`src/rtl/trivium_pkg.sv`:
```
// Shared constants and types for the Trivium keystream core.
// State bit s[n] of the algorithm lives at register bit n-1.
package trivium_pkg;

    localparam int KEY_W           = 80;
    localparam int IV_W            = 80;
    localparam int STATE_W         = 288;
    localparam int INIT_ROUNDS_DEF = 1152;

    localparam int TAP_66  = 66;
    localparam int TAP_69  = 69;
    localparam int TAP_91  = 91;
    localparam int TAP_92  = 92;
    localparam int TAP_93  = 93;
    localparam int TAP_162 = 162;
    localparam int TAP_171 = 171;
    localparam int TAP_175 = 175;
    localparam int TAP_176 = 176;
    localparam int TAP_177 = 177;
    localparam int TAP_243 = 243;
    localparam int TAP_264 = 264;
    localparam int TAP_286 = 286;
    localparam int TAP_287 = 287;
    localparam int TAP_288 = 288;

    typedef enum logic [1:0] {
        IDLE,
        INIT,
        RUN
    } trivium_state_t;

    typedef logic [STATE_W-1:0] trivium_reg_t;

    // Key in s1..s80, IV in s94..s173, s286..s288 set, everything else clear.
    function automatic trivium_reg_t load_state(input logic [KEY_W-1:0] key,
                                                input logic [IV_W-1:0]  iv);
        trivium_reg_t s;
        s              = '0;
        s[0 +: KEY_W]  = key;
        s[93 +: IV_W]  = iv;
        s[285 +: 3]    = 3'b111;
        return s;
    endfunction

endpackage

```
`src/rtl/trivium_round.sv`:
```
// One combinational Trivium round: next state plus the keystream bit z.
module trivium_round
    import trivium_pkg::*;
(
    input  trivium_reg_t s_i,
    output trivium_reg_t s_o,
    output logic         z_o
);

    logic t1, t2, t3;
    logic t1_fb, t2_fb, t3_fb;

    assign t1 = s_i[TAP_66-1]  ^ s_i[TAP_93-1];
    assign t2 = s_i[TAP_162-1] ^ s_i[TAP_177-1];
    assign t3 = s_i[TAP_243-1] ^ s_i[TAP_288-1];

    // z uses the linear taps only; the AND terms feed back into the shift.
    assign z_o = t1 ^ t2 ^ t3;

    assign t1_fb = t1 ^ (s_i[TAP_91-1]  & s_i[TAP_92-1])  ^ s_i[TAP_171-1];
    assign t2_fb = t2 ^ (s_i[TAP_175-1] & s_i[TAP_176-1]) ^ s_i[TAP_264-1];
    assign t3_fb = t3 ^ (s_i[TAP_286-1] & s_i[TAP_287-1]) ^ s_i[TAP_69-1];

    assign s_o = {s_i[286:177], t2_fb, s_i[175:93], t1_fb, s_i[91:0], t3_fb};

endmodule

```
`src/rtl/trivium_keystream_core.sv`:
```
// Trivium engine: key/IV load, warm-up, then OUT_W keystream bits per
// accepted valid/ready transfer.
module trivium_keystream_core
    import trivium_pkg::*;
#(
    parameter int OUT_W       = 1,
    parameter int INIT_ROUNDS = INIT_ROUNDS_DEF
) (
    input  logic             clk,
    input  logic             rst,
    input  logic             start,
    input  logic [KEY_W-1:0] key,
    input  logic [IV_W-1:0]  iv,
    output logic             busy,
    output logic [OUT_W-1:0] ks_o,
    output logic             ks_valid,
    input  logic             ks_ready
);

    localparam int N_STEPS = INIT_ROUNDS / OUT_W;
    localparam int CNT_W   = $clog2(N_STEPS + 1);
    localparam logic [CNT_W-1:0] CNT_LAST = CNT_W'(N_STEPS - 1);

    if (!(OUT_W == 1 || OUT_W == 2 || OUT_W == 4 || OUT_W == 8 ||
          OUT_W == 16 || OUT_W == 32 || OUT_W == 64)) begin : g_bad_out_w
        $error("trivium_keystream_core: OUT_W must be 1, 2, 4, 8, 16, 32 or 64");
    end
    if (INIT_ROUNDS % OUT_W != 0) begin : g_bad_rounds
        $error("trivium_keystream_core: INIT_ROUNDS must be a multiple of OUT_W");
    end

    trivium_reg_t        state_q, state_d;
    trivium_state_t      fsm_q, fsm_d;
    logic [CNT_W-1:0]    cnt_q, cnt_d;

    trivium_reg_t        chain [OUT_W+1];
    logic [OUT_W-1:0]    z_word;

    // Round g produces keystream bit g, so ks_o[0] is the earliest bit.
    assign chain[0] = state_q;
    for (genvar g = 0; g < OUT_W; g++) begin : g_round
        trivium_round u_round (
            .s_i (chain[g]),
            .s_o (chain[g+1]),
            .z_o (z_word[g])
        );
    end

    always_comb begin
        // NOTE: every next-state signal gets its hold value first, so no path leaves it unassigned and no latch is inferred.
        state_d = state_q;
        fsm_d   = fsm_q;
        cnt_d   = cnt_q;
        if (start) begin
            state_d = load_state(key, iv);
            cnt_d   = '0;
            fsm_d   = INIT;
        end else begin
            unique case (fsm_q)
                INIT: begin
                    state_d = chain[OUT_W];
                    cnt_d   = cnt_q + CNT_W'(1);
                    if (cnt_q == CNT_LAST) begin
                        fsm_d = RUN;
                    end
                end
                RUN: begin
                    if (ks_ready) begin
                        state_d = chain[OUT_W];
                    end
                end
                default: begin
                end
            endcase
        end
    end

    always_ff @(posedge clk) begin
        // NOTE: the whole 288-bit state is plain flops, not a memory, so resetting it is cheap and keeps outputs deterministic.
        if (!rst) begin
            state_q <= '0;
            fsm_q   <= IDLE;
            cnt_q   <= '0;
        end else begin
            // NOTE: non-blocking assignments so every register updates from the same pre-edge values.
            state_q <= state_d;
            fsm_q   <= fsm_d;
            cnt_q   <= cnt_d;
        end
    end

    assign busy     = (fsm_q == INIT);
    assign ks_valid = (fsm_q == RUN);
    assign ks_o     = ks_valid ? z_word : '0;

endmodule

```
`config.mk`:
```
export PLATFORM = sky130hd
export DESIGN_NAME = trivium_keystream_core
export DESIGN_NICKNAME = d
export VERILOG_FILES = /design/src/rtl/trivium_pkg.sv /design/src/rtl/trivium_round.sv /design/src/rtl/trivium_keystream_core.sv
export SDC_FILE = /design/constraint.sdc
export NUM_CORES = 1
export LEC_CHECK = 0
export ABC_AREA = 1
export CAP_MARGIN = 25
export CORE_MARGIN = 5
export CORE_UTILIZATION = 51
export CTS_BUF_LIST = sky130_fd_sc_hd__clkbuf_4 sky130_fd_sc_hd__clkbuf_8
export CTS_CLUSTER_DIAMETER = 80
export DETAILED_ROUTE_END_ITERATION = 10
export PLACE_DENSITY = 0.9
export SETUP_SLACK_MARGIN = 0.5
export SLEW_MARGIN = 20
export SYNTH_ARGS = -nofsm -noshare
export SYNTH_HDL_FRONTEND = slang
export SYNTH_SLANG_ARGS = --single-unit
```
`constraint.sdc`:
```
create_clock -name clk -period 1.6 [get_ports clk]
set_input_delay 0.48 -clock clk [delete_from_list [all_inputs] [get_ports clk]]
set_output_delay 0.48 -clock clk [all_outputs]
set_load 0.01 [all_outputs]
```
==> flow_summary.json, run 1 <==
{
  "synth-seq-cells": 301,
  "initial_utilization": 0.520,
  "ios": 167,
  "worst-ep-kind": "primary output",
  "synthFlopType": "dfxtp_1",
  "numCtsBuffers": 48,
  "status": "aborted with a tool error",
  "cts_buffer_depth": 3,
  "yosys.cell_types.count": 29,
  "clkSinkCount": 301,
  "synth_most_common_cell": "nand2_1",
  "synth_nets": 1914,
  "gp_congestion": 0.828,
  "synthTopCellsByCount": "nand2_1 (541), dfxtp_1 (301), nor2_1 (301)",
  "syn_area_sq_um": 12300,
  "async_flop_share": 0,
  "die_h_um": 165,
  "dp_hpwl_um": 20700,
  "synth_area_leader_cell": "dfxtp_1",
  "syn_area_per_cell_sq_um": 7.02,
  "cts-root-buf": "clkbuf_8",
  "ys_seq_area_frac": 0.491,
  "yosys.area.top_type_share": 0.491,
  "tool.error": "[ERROR DPL-0038] Utilization greater than 100%, impossible to legalize",
  "die_w_um": 165,
  "synth-warning-count": 0,
  "h-tree-depth": 2,
  "synthTopCellsByArea": "dfxtp_1 (49%), nand2_1 (17%), nor2_1 (9.2%), o21ai_0 (6.6%), a21oi_1 (6.4%)",
  "synth_edf_count": 0,
  "cts_hold_buf": 0,
  "crit_endpoint": "ks_o",
  "rows": 56,
  "synthCells": 1749,
  "grt_max_degree": 90,
  "io_buffers": 166,
  "stop_stage": "5_1_grt"
}
[stage by stage]
step / std cells / setup WS, ns / hold WS (ns) / instance area [sq um] / setup TNS (ns)
2_1_floorplan: 1749 / 0.149 / 0.429 / 12600 / 0
3_3_place_gp: 2198 / -0.387 / 0.435 / 14800 / -100.90
3_5_place_dp: 2198 / -0.450 / 0.442 / 14800 / -111.90
4_1_cts: 2415 / -0.497 / 0.387 / 20900 / -27.18
[repair_timing]
item                                    in CTS
cloned                                      59
pin swaps                                  161
buffers inserted                            68
endpoints found under the setup margin     304
hold endpoints to repair                     0
resized for setup                          873
[cells by family after synthesis]
group	after synthesis	share of synthesized area
mux	13	0.0119
simple gates	910	0.287
xor+xnor	4	0.00286
flops	301	0.491
fa+ha+maj	1	0.00102
compound gates	343	0.143
buf+inv	177	0.0631
==> run 2: changes to the inputs <==
Settings changed: CORE_UTILIZATION 51 to 40, CTS_BUF_LIST sky130_fd_sc_hd__clkbuf_4 sky130_fd_sc_hd__clkbuf_8 to default, CTS_CLUSTER_DIAMETER 80 to default, PLACE_DENSITY 0.9 to default, PLACE_DENSITY_LB_ADDON from default to 0.15, SETUP_SLACK_MARGIN 0.5 to default.
Clock period 1.6 ns to 2.08 ns, I/O delays scaled along.
==> run 2 against run 1 <==
  * The flow now finishes, with violations (negative setup slack)
  * Synthesized cell count unchanged
  * Area after synthesis unchanged
==> flow_summary.json, run 2 <==
{
  "setup_violations": 1,
  "finalCriticalPeriod_ns": 2.18,
  "via_per_inst": 4.79,
  "io_buffers": 166,
  "h-tree-depth": 2,
  "drive_above_1_share": 0.0743,
  "cp-endpoint": "ks_o",
  "die_h_um": 185,
  "critPathArrivalTime_ns": 1.56,
  "core_sq_um": 30400,
  "hold_viol": 0,
  "reg_top3": "state_q: 288 flops, cnt_q: 11 flops, fsm_q: 2 flops",
  "ys_seq_area_frac": 0.491,
  "rr_worst_depth": 8,
  "grt_overflow": 0,
  "seq_power_share": 0.456,
  "r2r-start": "fsm_q[0]$_SDFFE_PN0P_",
  "yosys.cell_types.count": 29,
  "grt_pass1_vias": 10175,
  "gp_congestion": 0.767,
  "synth_nets": 1914,
  "rsz0062_at_grt": "yes",
  "startpoint_type": "register",
  "grtUsageTotal": 0.167,
  "power_density_nw_per_um2": 873,
  "violations": "negative setup slack",
  "drv_slew": 0,
  "cts_buffer_depth": 3,
  "cp_num_cells": 10,
  "hold_ws_ns": 0.451,
  "syn_area_sq_um": 12300,
  "regMostFlops": "state_q",
  "postRouteAntennaNets": 0,
  "synthTopCellsByArea": "dfxtp_1 (49%), nand2_1 (17%), nor2_1 (9.2%), o21ai_0 (6.6%), a21oi_1 (6.4%)",
  "layout.nets": 2049,
  "drt_first_pass_iters": 5,
  "timing.rr.end": "state_q[195]$_SDFFE_PP0P_",
  "peakVddDrop_uv": 575,
  "crit_family": "simple AND/OR/NAND/NOR gates",
  "p_sw_mw": 3.30,
  "synthCells": 1749,
  "syn_area_per_cell_sq_um": 7.02,
  "cts_hold_buf": 0,
  "layout_setup_ws_ns": -0.0994,
  "wirelength_um": 29500,
  "rows": 64,
  "crit_type": "register to primary output",
  "dieArea_sq_um": 34300,
  "die_w_um": 185,
  "vias": 11061,
  "cp_cell_sequence": "inv_2, nand2_2, nand2_4, inv_2, nand2_2, nand2_1, nand2_1, nand2_2, nor2_1, buf_2",
  "cp.required_ns": 1.46,
  "dp_hpwl_um": 18500,
  "clock_latency_ns": 0.51,
  "largest_reg_flops": 288,
  "initial_utilization": 0.403,
  "cts_tree": "done",
  "cts-root-buf": "clkbuf_16",
  "post-route-period-util": 1.05,
  "cpMostUsedCell": "nand2_2",
  "cp-end-kind": "primary output",
  "clkPwrFrac": 0.431,
  "slowest_stage": "dfxtp_2",
  "antenna_found_initial": 2,
  "cp-startpoint": "state_q[65]$_SDFFE_PN0P_",
  "cp_num_buf_inv": 3,
  "slew_headroom": 0.632,
  "switching_share": 0.242,
  "hp-class": "register to register",
  "drt_iter0_drc": 660,
  "final_common_cell": "nand2_1",
  "pre_cts_ws_ns": -0.166,
  "drv_cap": 0,
  "tightest_slew_ns": 0.552,
  "finalClockSkew_ns": 0.0153,
  "r2r_slack_ns": 0.44,
  "grt_max_degree": 119,
  "remaining_drc_errors": 0,
  "numCtsBuffers": 35,
  "wire_per_inst_um": 12.8,
  "clkTransAtPathRegs_ns": 0.06,
  "grt_pass1_wl_um": 48800,
  "critPathMaxFanout": 3,
  "final_cell_mix": "nand2_1 (537), nor2_1 (300), dfxtp_1 (297), o21ai_0 (163), clkdlybuf4s50_1 (162)",
  "yosys.area.top_type_share": 0.491,
  "p_int_mw": 10.4,
  "synth_edf_count": 0,
  "share_comb_of_total_power": 0.113,
  "synth_most_common_cell": "nand2_1",
  "synth-seq-cells": 301,
  "ios": 167,
  "synthTopCellsByCount": "nand2_1 (541), dfxtp_1 (301), nor2_1 (301)",
  "critical-path-max-stage-delay_ns": 0.33,
  "async_flop_share": 0,
  "clkSinkCount": 301,
  "total_power_mw": 13.7,
  "synthFlopType": "dfxtp_1",
  "synth_area_leader_cell": "dfxtp_1",
  "min_path_cells": 2,
  "status": "finished with violations",
  "synth-warning-count": 0,
  "area_delta_synth_final_pct": 27.5,
  "fmax_ghz": 0.459,
  "leakagePower_nw": 6.62
}
## run 2: how the worst min path moves through the flow
stage	start	to
6_report	state_q[227]$_SDFFE_PP0P_	state_q[227]$_SDFFE_PP0P_
5_1_grt	state_q[227]$_SDFFE_PP0P_	state_q[228]$_SDFFE_PP0P_
4_1_cts	state_q[227]$_SDFFE_PP0P_	state_q[228]$_SDFFE_PP0P_
3_5_place_dp	state_q[179]$_SDFFE_PP0P_	state_q[180]$_SDFFE_PP0P_
3_3_place_gp	state_q[237]$_SDFFE_PP0P_	state_q[237]$_SDFFE_PP0P_
2_1_floorplan	state_q[179]$_SDFFE_PP0P_	state_q[179]$_SDFFE_PP0P_
## run 2: power by group through the flow
stage                     sequential (mW)  combinational [mW]  clock [mW]
after global placement               6.34                1.53           0
after CTS                            6.22                1.56        6.08
after global routing                 6.26                1.75        6.30
final                                6.22                1.54        5.89
after floorplan                      6.31               0.922           0
after detailed placement             6.34                1.54           0
## run 2: worst min-delay path, cell delays in order (launching register included)
cell	delay (ns)
dfxtp_1	0.29
inv_1	0.06
a21oi_1	0.05
## run 2: cell type report
cell class | instances | area (sq um)
fillers | 3037 | 14800
diodes | 3 | 7.51
well taps | 396 | 495
flip-flops and latches | 301 | 6030
inverters | 55 | 215
repair buffers | 220 | 2270
multi-input cells | 1271 | 5510
clock inverters | 6 | 43.8
clock buffers | 57 | 1080
## run 2: layer usage
metal	routed length (um)	vias up	share of wire	track usage
met1	14600	4980	0.49	0.243
met5	0	-	0	0
met3	1500	41	0.051	0.0279
met4	660	0	0.022	0.0443
met2	12800	194	0.43	0.257
li1	-	5846	-	-
## run 2: timing repair
item                                    CTS  global route
pin swaps                                 0             3
gates resized for setup                   8            11
setup buffers                             0             1
endpoints found under the setup margin    3             1
## run 2: through the flow
step / cells / util / instance area, sq um / TNS [ns]
after floorplan: 1749 / - / 12300 / 0
after global placement: 2242 / 0.476 / 14500 / -10.71
after detailed placement: 2242 / 0.476 / 14500 / -18.11
after CTS: 2305 / 0.513 / 15600 / -0.170
after global routing: 2308 / 0.514 / 15600 / -0.202
final: 2309 / 0.514 / 15600 / -0.0994
## run 2: kinds of logic after synthesis
group                    after synthesis  share of synthesized area
AND/OR/NAND/NOR                      910                      0.287
flip-flops                           301                      0.491
XOR/XNOR                               4                    0.00286
AO/OA/AOI/OAI                        343                      0.143
buffers and inverters                177                     0.0631
adder cells (fa/ha/maj)                1                    0.00102
multiplexers                          13                     0.0119
Note: power is estimated with default switching activity, not from simulation.
